[config.mk]
export PLATFORM = sky130hd
export DESIGN_NAME = mpu_tile_seq_flat
export DESIGN_NICKNAME = d
export VERILOG_FILES = /design/src/rtl/mpu_tile_seq_if.sv /design/src/rtl/mpu_tile_seq.sv /design/src/flat_wrapper.sv
export SDC_FILE = /design/constraint.sdc
export NUM_CORES = 1
export LEC_CHECK = 0
export ABC_AREA = 0
export BUFFER_PORTS_ARGS = -buffer_cell sky130_fd_sc_hd__buf_2
export CAP_MARGIN = 20
export CORE_MARGIN = 1
export CORE_UTILIZATION = 45
export CTS_BUF_LIST = sky130_fd_sc_hd__clkbuf_8
export DETAILED_ROUTE_END_ITERATION = 12
export PLACE_DENSITY = 0.75
export SYNTH_ARGS = -nofsm -noshare
export SYNTH_HDL_FRONTEND = slang
export SYNTH_SLANG_ARGS = --single-unit
export TNS_END_PERCENT = 50
[constraint.sdc]
create_clock -name clk -period 2 [get_ports clk]
set_input_delay 0 -clock clk [delete_from_list [all_inputs] [get_ports clk]]
set_output_delay 0 -clock clk [all_outputs]
set_load 0.01 [all_outputs]
[src/rtl/mpu_tile_seq_if.sv]
// Handshake and control bundle between the MPU tile sequencer and its neighbours
// (command queue, C/A/B operand buffers, result writeback, tile enables).
interface mpu_tile_seq_if #(
    parameter int KW = 8
);
    logic          cmd_valid;
    logic          cmd_ready;
    logic [KW-1:0] cmd_k;
    logic          cmd_ldc;
    logic          cmd_st;
    logic          c_in_valid;
    logic          c_in_ready;
    logic          ab_valid;
    logic          ab_ready;
    logic          c_out_valid;
    logic          c_out_ready;
    logic          en_c;
    logic          en_ab;
    logic          acc_clr;
    logic          busy;
    logic          done;
    logic [31:0]   stall_cnt;

    modport master (
        output cmd_valid, cmd_k, cmd_ldc, cmd_st, c_in_valid, ab_valid, c_out_ready,
        input  cmd_ready, c_in_ready, ab_ready, c_out_valid, en_c, en_ab, acc_clr,
               busy, done, stall_cnt
    );

    modport slave (
        input  cmd_valid, cmd_k, cmd_ldc, cmd_st, c_in_valid, ab_valid, c_out_ready,
        output cmd_ready, c_in_ready, ab_ready, c_out_valid, en_c, en_ab, acc_clr,
               busy, done, stall_cnt
    );
endinterface

[src/rtl/mpu_tile_seq.sv]
// Command-level sequencer for the MPU systolic tile: C preload, K operand beats, drain, C store.
// Optional stall performance counter is built when MPU_TILE_SEQ_PERF_EN is defined.
module mpu_tile_seq #(
    parameter int ML    = 2,
    parameter int KW    = 8,
    parameter int DRAIN = 3
) (
    input  logic          clk,
    input  logic          reset,
    mpu_tile_seq_if.slave bus
);
    localparam int RW = $clog2(ML + 1);
    localparam int DW = $clog2(DRAIN + 1);

    typedef enum logic [2:0] {
        S_IDLE  = 3'd0,
        S_LDC   = 3'd1,
        S_OPACC = 3'd2,
        S_DRAIN = 3'd3,
        S_STC   = 3'd4,
        S_DONE  = 3'd5
    } state_t;

    state_t        state_r;
    logic [KW-1:0] k_r;
    logic          ldc_r;
    logic          st_r;
    logic [RW-1:0] row_cnt_r;
    logic [KW-1:0] beat_cnt_r;
    logic [DW-1:0] drain_cnt_r;
    logic [31:0]   stall_cnt_s;

    logic cmd_ready_s, c_in_ready_s, ab_ready_s, c_out_valid_s;
    logic en_c_s, en_ab_s, acc_clr_s, done_s;

    // Phase sequencing, command capture and row/beat/drain counters.
    always_ff @(posedge clk) begin
        if (reset) begin
            state_r     <= S_IDLE;
            k_r         <= {KW{1'b0}};
            ldc_r       <= 1'b0;
            st_r        <= 1'b0;
            row_cnt_r   <= {RW{1'b0}};
            beat_cnt_r  <= {KW{1'b0}};
            drain_cnt_r <= {DW{1'b0}};
        end else begin
            case (state_r)
                S_IDLE: begin
                    if (bus.cmd_valid) begin
                        k_r   <= bus.cmd_k;
                        ldc_r <= bus.cmd_ldc;
                        st_r  <= bus.cmd_st;
                        if (bus.cmd_ldc)
                            state_r <= S_LDC;
                        else if (bus.cmd_k != {KW{1'b0}})
                            state_r <= S_OPACC;
                        else
                            state_r <= S_DRAIN;
                    end
                end
                S_LDC: begin
                    if (bus.c_in_valid) begin
                        if (row_cnt_r == RW'(ML - 1)) begin
                            row_cnt_r <= {RW{1'b0}};
                            state_r   <= (k_r != {KW{1'b0}}) ? S_OPACC : S_DRAIN;
                        end else begin
                            row_cnt_r <= row_cnt_r + RW'(1);
                        end
                    end
                end
                S_OPACC: begin
                    if (bus.ab_valid) begin
                        if (beat_cnt_r == k_r - KW'(1)) begin
                            beat_cnt_r <= {KW{1'b0}};
                            state_r    <= S_DRAIN;
                        end else begin
                            beat_cnt_r <= beat_cnt_r + KW'(1);
                        end
                    end
                end
                S_DRAIN: begin
                    if (drain_cnt_r == DW'(DRAIN - 1)) begin
                        drain_cnt_r <= {DW{1'b0}};
                        state_r     <= st_r ? S_STC : S_DONE;
                    end else begin
                        drain_cnt_r <= drain_cnt_r + DW'(1);
                    end
                end
                S_STC: begin
                    if (bus.c_out_ready) begin
                        if (row_cnt_r == RW'(ML - 1)) begin
                            row_cnt_r <= {RW{1'b0}};
                            state_r   <= S_DONE;
                        end else begin
                            row_cnt_r <= row_cnt_r + RW'(1);
                        end
                    end
                end
                S_DONE: begin
                    row_cnt_r   <= {RW{1'b0}};
                    beat_cnt_r  <= {KW{1'b0}};
                    drain_cnt_r <= {DW{1'b0}};
                    state_r     <= S_IDLE;
                end
                default: state_r <= S_IDLE;
            endcase
        end
    end

    // Per-phase handshake and enable decode; en_c and en_ab live in disjoint phases.
    always_comb begin
        cmd_ready_s   = 1'b0;
        c_in_ready_s  = 1'b0;
        ab_ready_s    = 1'b0;
        c_out_valid_s = 1'b0;
        en_c_s        = 1'b0;
        en_ab_s       = 1'b0;
        acc_clr_s     = 1'b0;
        done_s        = 1'b0;
        case (state_r)
            S_IDLE: begin
                cmd_ready_s = 1'b1;
                acc_clr_s   = bus.cmd_valid & ~bus.cmd_ldc;
            end
            S_LDC: begin
                c_in_ready_s = 1'b1;
                en_c_s       = bus.c_in_valid;
            end
            S_OPACC: begin
                ab_ready_s = 1'b1;
                en_ab_s    = bus.ab_valid;
            end
            S_STC: begin
                c_out_valid_s = 1'b1;
                en_c_s        = bus.c_out_ready;
            end
            S_DONE:  done_s = 1'b1;
            default: done_s = 1'b0;
        endcase
    end

`ifdef MPU_TILE_SEQ_PERF_EN
    logic [31:0] stall_cnt_r;
    logic        stall_s;

    // A stall is a cycle in a handshake phase whose partner is not ready.
    always_comb begin
        stall_s = ((state_r == S_LDC)   & ~bus.c_in_valid) |
                  ((state_r == S_OPACC) & ~bus.ab_valid)   |
                  ((state_r == S_STC)   & ~bus.c_out_ready);
    end

    // Saturating stall counter, cleared only by reset.
    always_ff @(posedge clk) begin
        if (reset)
            stall_cnt_r <= 32'd0;
        else if (stall_s && (stall_cnt_r != 32'hFFFF_FFFF))
            stall_cnt_r <= stall_cnt_r + 32'd1;
        else
            stall_cnt_r <= stall_cnt_r;
    end

    assign stall_cnt_s = stall_cnt_r;
`else
    assign stall_cnt_s = 32'd0;
`endif

    // Every output is forced low while reset is asserted.
    assign bus.cmd_ready   = cmd_ready_s   & ~reset;
    assign bus.c_in_ready  = c_in_ready_s  & ~reset;
    assign bus.ab_ready    = ab_ready_s    & ~reset;
    assign bus.c_out_valid = c_out_valid_s & ~reset;
    assign bus.en_c        = en_c_s        & ~reset;
    assign bus.en_ab       = en_ab_s       & ~reset;
    assign bus.acc_clr     = acc_clr_s     & ~reset;
    assign bus.done        = done_s        & ~reset;
    assign bus.busy        = (state_r != S_IDLE) & ~reset;
    assign bus.stall_cnt   = reset ? 32'd0 : stall_cnt_s;
endmodule

[src/flat_wrapper.sv]
// flat-port wrapper written by rule: the top's interface ports become plain ports
module mpu_tile_seq_flat 
#(
    parameter int ML    = 2,
    parameter int KW    = 8,
    parameter int DRAIN = 3
)
  (clk, reset, bus_cmd_valid, bus_cmd_k, bus_cmd_ldc, bus_cmd_st, bus_c_in_valid, bus_ab_valid, bus_c_out_ready, bus_cmd_ready, bus_c_in_ready, bus_ab_ready, bus_c_out_valid, bus_en_c, bus_en_ab, bus_acc_clr, bus_busy, bus_done, bus_stall_cnt);
  mpu_tile_seq_if #(.KW(KW)) bus_i ();
  input  logic clk;
  input  logic reset;
  input wire logic [$bits(bus_i.cmd_valid)-1:0] bus_cmd_valid;
  input wire logic [$bits(bus_i.cmd_k)-1:0] bus_cmd_k;
  input wire logic [$bits(bus_i.cmd_ldc)-1:0] bus_cmd_ldc;
  input wire logic [$bits(bus_i.cmd_st)-1:0] bus_cmd_st;
  input wire logic [$bits(bus_i.c_in_valid)-1:0] bus_c_in_valid;
  input wire logic [$bits(bus_i.ab_valid)-1:0] bus_ab_valid;
  input wire logic [$bits(bus_i.c_out_ready)-1:0] bus_c_out_ready;
  output wire logic [$bits(bus_i.cmd_ready)-1:0] bus_cmd_ready;
  output wire logic [$bits(bus_i.c_in_ready)-1:0] bus_c_in_ready;
  output wire logic [$bits(bus_i.ab_ready)-1:0] bus_ab_ready;
  output wire logic [$bits(bus_i.c_out_valid)-1:0] bus_c_out_valid;
  output wire logic [$bits(bus_i.en_c)-1:0] bus_en_c;
  output wire logic [$bits(bus_i.en_ab)-1:0] bus_en_ab;
  output wire logic [$bits(bus_i.acc_clr)-1:0] bus_acc_clr;
  output wire logic [$bits(bus_i.busy)-1:0] bus_busy;
  output wire logic [$bits(bus_i.done)-1:0] bus_done;
  output wire logic [$bits(bus_i.stall_cnt)-1:0] bus_stall_cnt;
  assign bus_i.cmd_valid = bus_cmd_valid;
  assign bus_i.cmd_k = bus_cmd_k;
  assign bus_i.cmd_ldc = bus_cmd_ldc;
  assign bus_i.cmd_st = bus_cmd_st;
  assign bus_i.c_in_valid = bus_c_in_valid;
  assign bus_i.ab_valid = bus_ab_valid;
  assign bus_i.c_out_ready = bus_c_out_ready;
  assign bus_cmd_ready = bus_i.cmd_ready;
  assign bus_c_in_ready = bus_i.c_in_ready;
  assign bus_ab_ready = bus_i.ab_ready;
  assign bus_c_out_valid = bus_i.c_out_valid;
  assign bus_en_c = bus_i.en_c;
  assign bus_en_ab = bus_i.en_ab;
  assign bus_acc_clr = bus_i.acc_clr;
  assign bus_busy = bus_i.busy;
  assign bus_done = bus_i.done;
  assign bus_stall_cnt = bus_i.stall_cnt;
  mpu_tile_seq #(.ML(ML), .KW(KW), .DRAIN(DRAIN)) u_core (.clk(clk), .reset(reset), .bus(bus_i));
endmodule
==> key figures, run 1 <==
Route
  – Via count of the routed design: 1533
  – Initial detailed-routing violation count: 56
  – Post-detailed-route DRC marker count: 0
  – Final WL: between 3000 and 4000 um
  – Number of vias per cell after detailed routing: 4.898
  – Number of search-and-repair iterations in the first detailed-routing pass: 4
  – Drt wl/cell: between 10 and 15 um
  – Final antenna-violating net count: 0

Timing
  – Count of endpoints failing setup in the final report: 0
  – Min cycle time layout: about 1.9 ns
  – Final hold vios: 0
  – Max Slew Vio Count: 0
  – Achievable clock frequency: between 0.5 and 0.6 GHz
  – Largest clock skew in the final design: approximately 0.011 ns
  – Total negative slack for setup checks: 0 ns
  – Final critical-path share of the clock period: 0.9372
  – RSZ-0062 raised after global routing: no

Critical path
  – Cell class contributing the biggest share of worst-path delay: compound AO/OA/AOI/OAI gates
  – Critical path, cell by cell: inv_1, ha_2, buf_4, xnor2_1, and4b_1, a41oi_1, nand2_2, a311o_1, nor2_1
  – Worst endpoint required time: approximately 2.2 ns
  – Register-to-Register Setup Slack: 0.13 ns
  – Critical register-to-register path startpoint: u_core.k_r[0]
  – Endpoint of the most critical register-to-register path: u_core.beat_cnt_r[0]
  – Number of cells traversed by the worst register-to-register path: 9
  – Buffering stage count on the worst path with inverters included: 2
  – Maximum fanout encountered on the critical timing path: 6
  – Endpoint class of the critical path: register
  – Critical path launch point type: register
  – Arr. time, crit path: 2.08 ns
  – Delay of the slowest cell on the worst path: ~0.35 ns
  – Critical path class: register to register
  – Slowest stage cell on the critical path: sky130_fd_sc_hd__a311o_1

Power and ir drop
  – Internal power: between 1000 and 1500 uW
  – Pwr Density: 899.0 nW/um^2
  – Gate power share: 0.462
  – Sw Ratio: 0.4022
  – Power share of the sequential group: 0.356
  – Tot Pwr: between 1500 and 2000 uW
  – Switch Pwr: 728.3 uW
  – Leakage power total: around 0.00087 uW
  – Clock power share: 0.182
  – Max rail drop VDD: approximately 0.48 mV

Min path
  – Hold Path Class: input port to register
  – Worst min-delay path startpoint: bus_cmd_ldc
  – Sink of the worst hold path: u_core.state_r[1]
  – Hold Path Stages: 4

Yosys
  – Number of flops mapped to enable cells by yosys: 0
  – Dominant cell by count in the synthesized netlist: sky130_fd_sc_hd__nand2_1
  – Flops & latches, synth: 24
  – Post-synth top area share: 0.2765
  – Main synth FF type: sky130_fd_sc_hd__dfxtp_1
  – Synth async-reset ratio: 0
  – Share of synthesized area occupied by flip-flops and latches: 0.2765
  – Cell types occupying the most area after synthesis: sky130_fd_sc_hd__dfxtp_1 28%, sky130_fd_sc_hd__buf_4 14%, sky130_fd_sc_hd__nand2_1 7.3%, sky130_fd_sc_hd__xor2_1 5.0%, sky130_fd_sc_hd__a21oi_1 4.6%
  – YS warnings: 0
  – Avg Synthesized Cell Area: roughly 7.5 um^2
  – Number of cells produced by synthesis: between 200 and 250
  – Syn Std Cell Area: 1738 um^2
  – Cell type contributing the most total cell area after synthesis: sky130_fd_sc_hd__dfxtp_1
  – Cell types with the highest counts after synthesis: 34 x sky130_fd_sc_hd__nand2_1, 32 x sky130_fd_sc_hd__buf_4, 24 x sky130_fd_sc_hd__dfxtp_1
  – Synth cell types: 43

Clock network
  – TritonCTS clock tree: yes
  – Number of H-tree branching levels: 1
  – Maximum count of clock buffers along a single path: 2
  – Clock slew at reported path FFs: 0.09 ns
  – Clk_lat worst skew: roughly 0.27 ns
  – Number of buffers created by CTS: 3
  – Num Clock Sinks: 24
  – Clk root buf: sky130_fd_sc_hd__clkbuf_8

Floorplanning
  – Effective utilization at floorplan: 0.4712
  – IO Count: 57
  – Area enclosed by the die boundary: 4115 um^2
  – Core box area: approximately 3700 um^2
  – Count of standard-cell rows: 22
  – Overall die height: ~64 um
  – Die X: between 60 and 70 um

Global route
  – Congestion Overflow GR: 0
  – Maximum number of pins on one net before global-route repair: 27
  – First-pass GRT wire length: 5678 um
  – Global-route total usage across every layer: 0.1761
  – Vias in the first global route: between 1000 and 1500
  – Antenna violations before repair: 0

Placement
  – Number of port buffers: 24
  – Detailed placement HPWL: roughly 2500 um
  – Placer Congestion: around 0.76
  – Placed standard-cell area: ~1800 um^2

Job
  – Maximum capacitance violations: 0

Layout
  – Share of cells above drive strength 1: 0.1962
  – Number of filler cells placed in the layout: approximately 360
  – Final design area excluding fillers: approximately 2000 um^2
  – N_diodes: 0
  – Area growth from synthesis to layout: 15.91%
  – Post-layout nets: around 280

Status
  – Result of the run: finished clean
## cell type report
cell class                      instances  area (um^2)  area share
Clock buffer                            4        55.05     0.02733
Inverter                                4        15.01    0.007453
Multi-Input combinational cell        190         1117      0.5547
Sequential cell                        24        481.7      0.2391
Tap cell                               48        60.06     0.02981
Timing Repair Buffer                   43        285.3      0.1416
## power groups by stage
stage | Sequential (uW) | Clock [uW] | Combinational (uW)
after CTS | 637 | 338 | 800
after global routing | 655 | 357 | 941
after detailed placement | 647 | 0 | 776
final | 644 | 329 | 837
after floorplan | 592 | 0 | 674
after global placement | 646 | 0 | 766
## through the flow
stage                     hold slack [ns]  worst slack, ns  utilization  std cells
after detailed placement           0.2481         0.008369       0.4915        299
after floorplan                   0.05440          0.02831            -        262
after global routing               0.1778        0.0008131       0.5461        313
after CTS                          0.1091         0.002790       0.5360        313
final                              0.1100           0.1256       0.5461        313
after global placement             0.2465          0.08073       0.4915        299
## per-layer routing
layer | part of all wire | vias to the layer above | track usage
li1 | - | 790 | -
met1 | 0.46 | 702 | 0.2026
met2 | 0.49 | 36 | 0.3205
met3 | 0.030 | 5 | 0.02143
met4 | 0.017 | 0 | 0.08333
met5 | 0 | - | 0
## logic make-up after synthesis
group / synth area share
simple gates: 0.2664
buf+inv: 0.1749
compound gates: 0.1634
flops: 0.2765
xor+xnor: 0.09071
fa+ha+maj: 0.01440
mux: 0.01152
other cells: 0.002158
## worst max-delay path by stage
stage,end,cells past startpoint,slack (ns),start
global route,u_core.beat_cnt_r[7],9,0.0008,u_core.k_r[0]
CTS,u_core.beat_cnt_r[3],8,0.003,u_core.k_r[0]
detailed placement,u_core.state_r[0],8,0.008,u_core.k_r[0]
finish,u_core.beat_cnt_r[0],9,0.13,u_core.k_r[0]
global placement,u_core.state_r[0],7,0.08,u_core.k_r[0]
floorplan,u_core.state_r[0],10,0.03,u_core.k_r[0]
## placed cells by master, fill, tap and decap left out, types with 2 or more instances in the layout
cell type                       count
sky130_fd_sc_hd__inv_1              4
sky130_fd_sc_hd__nand3b_1           2
sky130_fd_sc_hd__a41oi_1            3
sky130_fd_sc_hd__nand4_1            3
sky130_fd_sc_hd__buf_2             24
sky130_fd_sc_hd__a21oi_1           16
sky130_fd_sc_hd__mux2i_1            2
sky130_fd_sc_hd__a311o_1            2
sky130_fd_sc_hd__and3_1             2
sky130_fd_sc_hd__or2_2              3
sky130_fd_sc_hd__nor2_1            20
sky130_fd_sc_hd__a211oi_1           2
sky130_fd_sc_hd__nor3_1             5
sky130_fd_sc_hd__dfxtp_1           23
sky130_fd_sc_hd__nor4_4             2
sky130_fd_sc_hd__xnor2_1            8
sky130_fd_sc_hd__dlygate4sd3_1      9
sky130_fd_sc_hd__nor4_1             4
sky130_fd_sc_hd__clkbuf_8           4
sky130_fd_sc_hd__and2_1             4
sky130_fd_sc_hd__nand2_2            2
sky130_fd_sc_hd__nand2_1           33
sky130_fd_sc_hd__buf_4             10
sky130_fd_sc_hd__conb_1            32
sky130_fd_sc_hd__o21ai_0            6
sky130_fd_sc_hd__a22oi_1            2
sky130_fd_sc_hd__nand2b_1           7
sky130_fd_sc_hd__nand3_1            3
sky130_fd_sc_hd__xor2_1             9
## worst reg2reg max path: cells and delay by family, from the launching register on
| kind | cells | cell delay [ns] |
|---|---|---|
| compound gates | 2 | 0.54 |
| simple gates | 3 | 0.40 |
| flops | 1 | 0.34 |
| fa+ha+maj | 1 | 0.21 |
| buf+inv | 2 | 0.20 |
| xor+xnor | 1 | 0.11 |
## sequential cells by signal, summed over array words and instances (netlist names)
| register | flops |
|---|---|
| u_core.row_cnt_r | 2 |
| u_core.k_r | 8 |
| u_core.st_r | 1 |
| u_core.state_r | 3 |
| u_core.drain_cnt_r | 2 |
| u_core.beat_cnt_r | 8 |
## timing repair
item                                    in CTS  in global routing
endpoints found under the setup margin       1                 10
endpoints found under the hold margin        9                  0
pin swaps                                    5                  6
hold buffers                                 9                  0
setup buffers                                1                  0
resized for setup                            3                  6
No activity file was read; power rests on OpenSTA's default activity.
==> run 2: changes to the inputs <==
--- a/config.mk
+++ b/config.mk
@@ -12,6 +12,7 @@
 export CORE_UTILIZATION = 45
 export CTS_BUF_LIST = sky130_fd_sc_hd__clkbuf_8
 export DETAILED_ROUTE_END_ITERATION = 12
+export MAX_ROUTING_LAYER = met4
 export PLACE_DENSITY = 0.75
 export SYNTH_ARGS = -nofsm -noshare
 export SYNTH_HDL_FRONTEND = slang
==> run 2 against run 1 <==
Sequential cell count stayed put; sequential power hardly changed; wire length is 0.32% higher; register-to-register slack hardly changed; via count is 0.20% lower; cell count stayed put; global-route usage is 0.61 points higher; die area stayed put; highest routed layer unchanged.
==> key figures, run 2 (synthesis gave the netlist of run 1 again) <==
Timing
  – Final critical-path share of the clock period: 0.9373 (about the same)
  – RSZ-0062 raised after global routing: no
  – Min cycle time layout: 1.875 ns (+0.0001320 ns)
  – Achievable clock frequency: 0.5335 GHz (about the same)
  – Max Slew Vio Count: 0 (unchanged)
  – Largest clock skew in the final design: 0.01075 ns (-0.00002000 ns)
  – Count of endpoints failing setup in the final report: 0 (unchanged)
  – Final hold vios: 0 (unchanged)
  – Total negative slack for setup checks: 0 ns (unchanged)

Power and ir drop
  – Max rail drop VDD: 0.4812 mV (+0.92%)
  – Pwr Density: 900.7 nW/um^2 (+0.19%)
  – Leakage power total: 0.0008656 uW (unchanged)

Clock network
  – TritonCTS clock tree: yes
  – Number of buffers created by CTS: 3 (unchanged)
  – Number of H-tree branching levels: 1 (unchanged)
  – Num Clock Sinks: 24 (unchanged)
  – Maximum count of clock buffers along a single path: 2 (unchanged)
  – Clk root buf: sky130_fd_sc_hd__clkbuf_8
  – Clk_lat worst skew: 0.27 ns (about the same)
  – Clock slew at reported path FFs: 0.09 ns (about the same)

Layout
  – N_diodes: 0 (unchanged)
  – Sequential cell area: 481.7 um^2 (unchanged)
  – Post-layout nets: 284 (unchanged)
  – Area growth from synthesis to layout: 15.91% (unchanged)
  – Commonest non-fill, non-tap cell in the layout: sky130_fd_sc_hd__nand2_1
  – Number of filler cells placed in the layout: 358 (unchanged)
  – Most frequent cells in the layout: 33 x sky130_fd_sc_hd__nand2_1, 32 x sky130_fd_sc_hd__conb_1, 24 x sky130_fd_sc_hd__buf_2
  – Utilization of the core after routing: 0.5461 (unchanged)
  – Share of cells above drive strength 1: 0.1962 (unchanged)
  – Registers with the most flip-flops: u_core.beat_cnt_r: 8 flops, u_core.k_r: 8 flops, u_core.state_r: 3 flops
  – Multi-input combinational cell area: 1117 um^2 (unchanged)

Global route
  – First-pass GRT wire length: 5699 um (+0.37%)
  – Vias in the first global route: 1369 (-0.36%)
  – Antenna violations before repair: 0 (unchanged)
  – Global-route total usage across every layer: 0.1822 (+0.006067)
  – Maximum number of pins on one net before global-route repair: 27 (unchanged)
  – Congestion Overflow GR: 0 (unchanged)

Critical path
  – Critical path class: register to register
  – Maximum fanout encountered on the critical timing path: 6 (unchanged)
  – Delay of the slowest cell on the worst path: 0.35 ns (about the same)
  – Critical path, cell by cell: inv_1, ha_2, buf_4, xnor2_1, and4b_1, a41oi_1, nand2_2, a311o_1, nor2_1
  – Slowest stage cell on the critical path: sky130_fd_sc_hd__a311o_1
  – Cell class contributing the biggest share of worst-path delay: compound AO/OA/AOI/OAI gates
  – Arr. time, crit path: 2.08 ns (about the same)
  – Worst endpoint required time: 2.21 ns (about the same)
  – Endpoint class of the critical path: register
  – Buffering stage count on the worst path with inverters included: 2 (unchanged)
  – Critical path launch point type: register

Status
  – Result of the run: finished clean

Route
  – Final WL: 3498 um (+0.32%)
  – Number of vias per cell after detailed routing: 4.888 (-0.20%)
  – Drt wl/cell: 11.18 um (+0.32%)
  – Number of search-and-repair iterations in the first detailed-routing pass: 4 (unchanged)
  – Initial detailed-routing violation count: 56 (unchanged)
  – Via count of the routed design: 1530 (-0.20%)
  – Final antenna-violating net count: 0 (unchanged)
  – Post-detailed-route DRC marker count: 0 (unchanged)

Placement
  – Detailed placement HPWL: 2528 um (unchanged)
  – Placer Congestion: 0.7708 (+1.3%)
  – Number of port buffers: 24 (unchanged)

Floorplanning
  – Effective utilization at floorplan: 0.4712 (unchanged)
  – Overall die height: 64.15 um (unchanged)
  – Count of standard-cell rows: 22 (unchanged)
  – Area enclosed by the die boundary: 4115 um^2 (unchanged)
  – Die X: 64.15 um (unchanged)
  – IO Count: 57 (unchanged)
  – Core box area: 3689 um^2 (unchanged)

Job
  – Maximum capacitance violations: 0 (unchanged)

Min path
  – Hold Path Class: input port to register
==> run 2: cell counts in the layout (fill, tap and decap cells not counted) <==
Identical to the previous run, type by type.
==> run 2: power breakdown <==
group	leakage (uW)	total, uW	internal [uW]	switching [uW]
combinational	0.000641	838	366	472
clock	0.0000288	333	176	157
sequential	0.000196	644	541	103
==> run 2: through the flow <==
stage / power [uW] / hold slack, ns / cells / cell area (um^2) / setup slack, ns
6_report: 1814 / 0.1062 / 313 / 2014 / 0.1255
5_1_grt: 1955 / 0.1747 / 313 / 2014 / 0.0008185
4_1_cts: 1775 / 0.1091 / 313 / 1977 / 0.002790
3_5_place_dp: 1422 / 0.2481 / 299 / 1813 / 0.008369
3_3_place_gp: 1412 / 0.2465 / 299 / 1813 / 0.08073
2_1_floorplan: 1266 / 0.05440 / 262 / 1854 / 0.02831
==> run 2: final cells by class <==
class                           count  area share
Inverter                            4    0.007453
Sequential cell                    24      0.2391
Clock buffer                        4     0.02733
Multi-Input combinational cell    190      0.5547
Timing Repair Buffer               43      0.1416
Tap cell                           48     0.02981
==> run 2: what timing repair did <==
action / 4_1_cts / 5_1_grt
pin swaps: 5 / 6
resized for setup: 3 / 6
setup endpoints to repair: 1 / 10
hold buffers: 9 / 0
buffers inserted: 1 / 0
hold endpoints to repair: 9 / 0
==> run 2: path summary, 6_finish.rpt <==
check | startpoint | cells after the start | slack (ns) | to
min | bus_cmd_ldc | 4 | 0.11 | u_core.state_r[1]
max | u_core.k_r[0] | 9 | 0.13 | u_core.beat_cnt_r[0]
max reg2reg | u_core.k_r[0] | 9 | 0.13 | u_core.beat_cnt_r[0]
min reg2reg | u_core.st_r | 2 | 0.47 | u_core.st_r
==> run 2: tightest hold or removal path, stage by stage <==
cell and delay (ns):
sky130_fd_sc_hd__buf_2 0.10, sky130_fd_sc_hd__nand2_1 0.05, sky130_fd_sc_hd__a21oi_1 0.13, sky130_fd_sc_hd__a211oi_1 0.05
==> run 2: metal layers <==
layer	track usage	wire length, um
met1	0.2026	1607
met2	0.3205	1722
met3	0.02679	115
met4	0.08333	51
met5	-	0
==> run 3: changes to the inputs <==
--- a/config.mk
+++ b/config.mk
@@ -13,7 +13,7 @@
 export CTS_BUF_LIST = sky130_fd_sc_hd__clkbuf_8
 export DETAILED_ROUTE_END_ITERATION = 12
 export MAX_ROUTING_LAYER = met4
-export PLACE_DENSITY = 0.75
+export PLACE_DENSITY_LB_ADDON = 0.05
 export SYNTH_ARGS = -nofsm -noshare
 export SYNTH_HDL_FRONTEND = slang
 export SYNTH_SLANG_ARGS = --single-unit
==> run 3 against run 2 <==
Fmax grew 0.27%; combinational power grew 3.1%; largest cell class unchanged; count of clock-buffer cells in the layout shrank 1; sequential power shrank 2%; cell count grew 0.32%; setup slack gained 0.0051 ns; non-clock buffer count grew 1; global-route usage grew 1.7 points; final area is essentially flat; critical path depth shrank 3; highest routed layer unchanged; utilization is essentially flat.
==> key figures, run 3 (synthesis gave the netlist of run 1 again) <==
Clock network
  – Number of buffers created by CTS: 3 (unchanged)
  – TritonCTS clock tree: yes
  – Num Clock Sinks: 24 (unchanged)
  – Clk root buf: sky130_fd_sc_hd__clkbuf_8
  – Clk_lat worst skew: 0.28 ns (about the same)
  – Maximum count of clock buffers along a single path: 2 (unchanged)
  – Number of H-tree branching levels: 1 (unchanged)
  – Clock slew at reported path FFs: 0.08 ns (about the same)

Route
  – Number of search-and-repair iterations in the first detailed-routing pass: 4 (unchanged)
  – Number of vias per cell after detailed routing: 4.869 (-0.38%)
  – Final antenna-violating net count: 0 (unchanged)
  – Initial detailed-routing violation count: 112 (+100%)
  – Final WL: 3724 um (+6.5%)
  – Post-detailed-route DRC marker count: 0 (unchanged)
  – Via count of the routed design: 1529 (-0.065%)
  – Drt wl/cell: 11.86 um (+6.1%)

Placement
  – Dpl cells: 301 (+0.67%)
  – Placer Congestion: 0.7728 (+0.26%)
  – Detailed placement HPWL: 2717 um (+7.5%)
  – Number of port buffers: 24 (unchanged)

Floorplanning
  – Effective utilization at floorplan: 0.4712 (unchanged)
  – Count of standard-cell rows: 22 (unchanged)
  – Overall die height: 64.15 um (unchanged)
  – Area enclosed by the die boundary: 4115 um^2 (unchanged)
  – IO Count: 57 (unchanged)
  – Die X: 64.15 um (unchanged)
  – Core box area: 3689 um^2 (unchanged)

Global route
  – Congestion Overflow GR: 0 (unchanged)
  – Global-route total usage across every layer: 0.1988 (+0.01664)
  – Vias in the first global route: 1386 (+1.2%)
  – Antenna violations before repair: 0 (unchanged)
  – First-pass GRT wire length: 6258 um (+9.8%)
  – Maximum number of pins on one net before global-route repair: 27 (unchanged)

Timing
  – Total negative slack for setup checks: 0 ns (unchanged)
  – Max Slew Vio Count: 0 (unchanged)
  – Count of endpoints failing setup in the final report: 0 (unchanged)
  – Final critical-path share of the clock period: 0.9347 (-0.002547)
  – Hold slack: 0.1266 ns (+0.02041 ns)
  – Largest clock skew in the final design: 0.009125 ns (-0.001624 ns)
  – RSZ-0062 raised after global routing: yes
  – Min cycle time layout: 1.869 ns (-0.005093 ns)
  – Achievable clock frequency: 0.5349 GHz (+0.27%)
  – Final hold vios: 0 (unchanged)

Layout
  – Number of filler cells placed in the layout: 382 (+6.7%)
  – Utilization of the core after routing: 0.5465 (about the same)
  – Commonest non-fill, non-tap cell in the layout: sky130_fd_sc_hd__nand2_1
  – Post-layout nets: 285 (+0.35%)
  – Registers with the most flip-flops: u_core.beat_cnt_r: 8 flops, u_core.k_r: 8 flops, u_core.state_r: 3 flops
  – N_diodes: 0 (unchanged)
  – Share of cells above drive strength 1: 0.1992 (+0.003022)
  – Most frequent cells in the layout: 33 x sky130_fd_sc_hd__nand2_1, 32 x sky130_fd_sc_hd__conb_1, 24 x sky130_fd_sc_hd__buf_2
  – Area growth from synthesis to layout: 15.98% (about the same)
  – Number of standard cells in the layout, taps in and fillers out: 314 (+0.32%)

Power and ir drop
  – Leakage power total: 0.0008710 uW (+0.62%)
  – Pwr Density: 959.0 nW/um^2 (+6.5%)
  – Max rail drop VDD: 0.4905 mV (+1.9%)
  – Tot Pwr: 1933 uW (+6.5%)

Critical path
  – Critical path class: register to output port
  – Critical path launch point type: register
  – Arr. time, crit path: 1.87 ns (-0.21 ns)
  – Maximum fanout encountered on the critical timing path: 10 (+4)
  – Delay of the slowest cell on the worst path: 0.39 ns (+0.04 ns)
  – Critical path, cell by cell: buf_4, buf_4, nor3_1, nand2_2, nor3_1, buf_2
  – Worst endpoint required time: 2.00 ns (-0.21 ns)
  – Register-to-Register Setup Slack: 0.14 ns (about the same)
  – Endpoint class of the critical path: output port
  – Slowest stage cell on the critical path: sky130_fd_sc_hd__dfxtp_1

Job
  – Maximum capacitance violations: 0 (unchanged)

Status
  – Result of the run: finished clean

Min path
  – Hold Path Class: input port to register
-- run 3: cell count changes in the layout (fill, tap and decap cells not counted), sizes merged --
cell,change
bufinv,+1
clkbuf,-1
buf,+1
-- run 3: per-layer routing --
layer  share of wire  GRT usage  up-vias  wire length [um]
met3           0.036    0.03929        4               133
met5               0          -        -                 0
met2            0.47     0.3205       39              1754
met4           0.014    0.07500        0                51
met1            0.48     0.2451      694              1784
li1                -          -      792                 -
-- run 3: final cells by class --
type / instances / area, um^2 / area share
clock inverter: 1 / 30.03 / 0.01490
multi-input combinational: 190 / 1094 / 0.5425
clock buffer: 3 / 41.29 / 0.02048
sequential: 24 / 483.0 / 0.2396
timing repair buffer: 44 / 292.8 / 0.1453
inverter: 4 / 15.01 / 0.007449
tap: 48 / 60.06 / 0.02980
-- run 3: worst paths after layout --
| path | startpoint | endpoint | depth (start not counted) |
|---|---|---|---|
| hold / removal | bus_cmd_ldc | u_core.state_r[1] | 4 |
| setup / recovery | u_core.state_r[0] | bus_acc_clr | 6 |
| hold reg to reg | u_core.st_r | u_core.st_r | 2 |
| setup reg to reg | u_core.k_r[0] | u_core.state_r[0] | 8 |
-- run 3: power by group --
part / internal, uW / switching (uW)
Combinational: 381 / 483
Sequential: 542 / 87.3
Clock: 268 / 172
Total: 1190 / 742
-- run 3: worst max-delay path: cells and delay by family (launching register included) --
family | cells | cell delay [ns]
AND/OR/NAND/NOR | 3 | 0.70
flip-flops | 1 | 0.39
buffers and inverters | 3 | 0.50
-- run 3: repair_timing --
action                                 in CTS  in global routing
endpoints found under the hold margin       9                  0
hold buffers                                9                  0
buffers inserted                            0                  0
setup endpoints to repair                   0                 10
resized for setup                           0                  8
-- run 3: stage by stage --
step	setup slack [ns]	area, um^2
after floorplan	0.02831	1854
after global placement	0.1228	1828
after detailed placement	0.1082	1828
after CTS	0.05386	1989
after global routing	-0.04219	2016
final	0.1306	2016
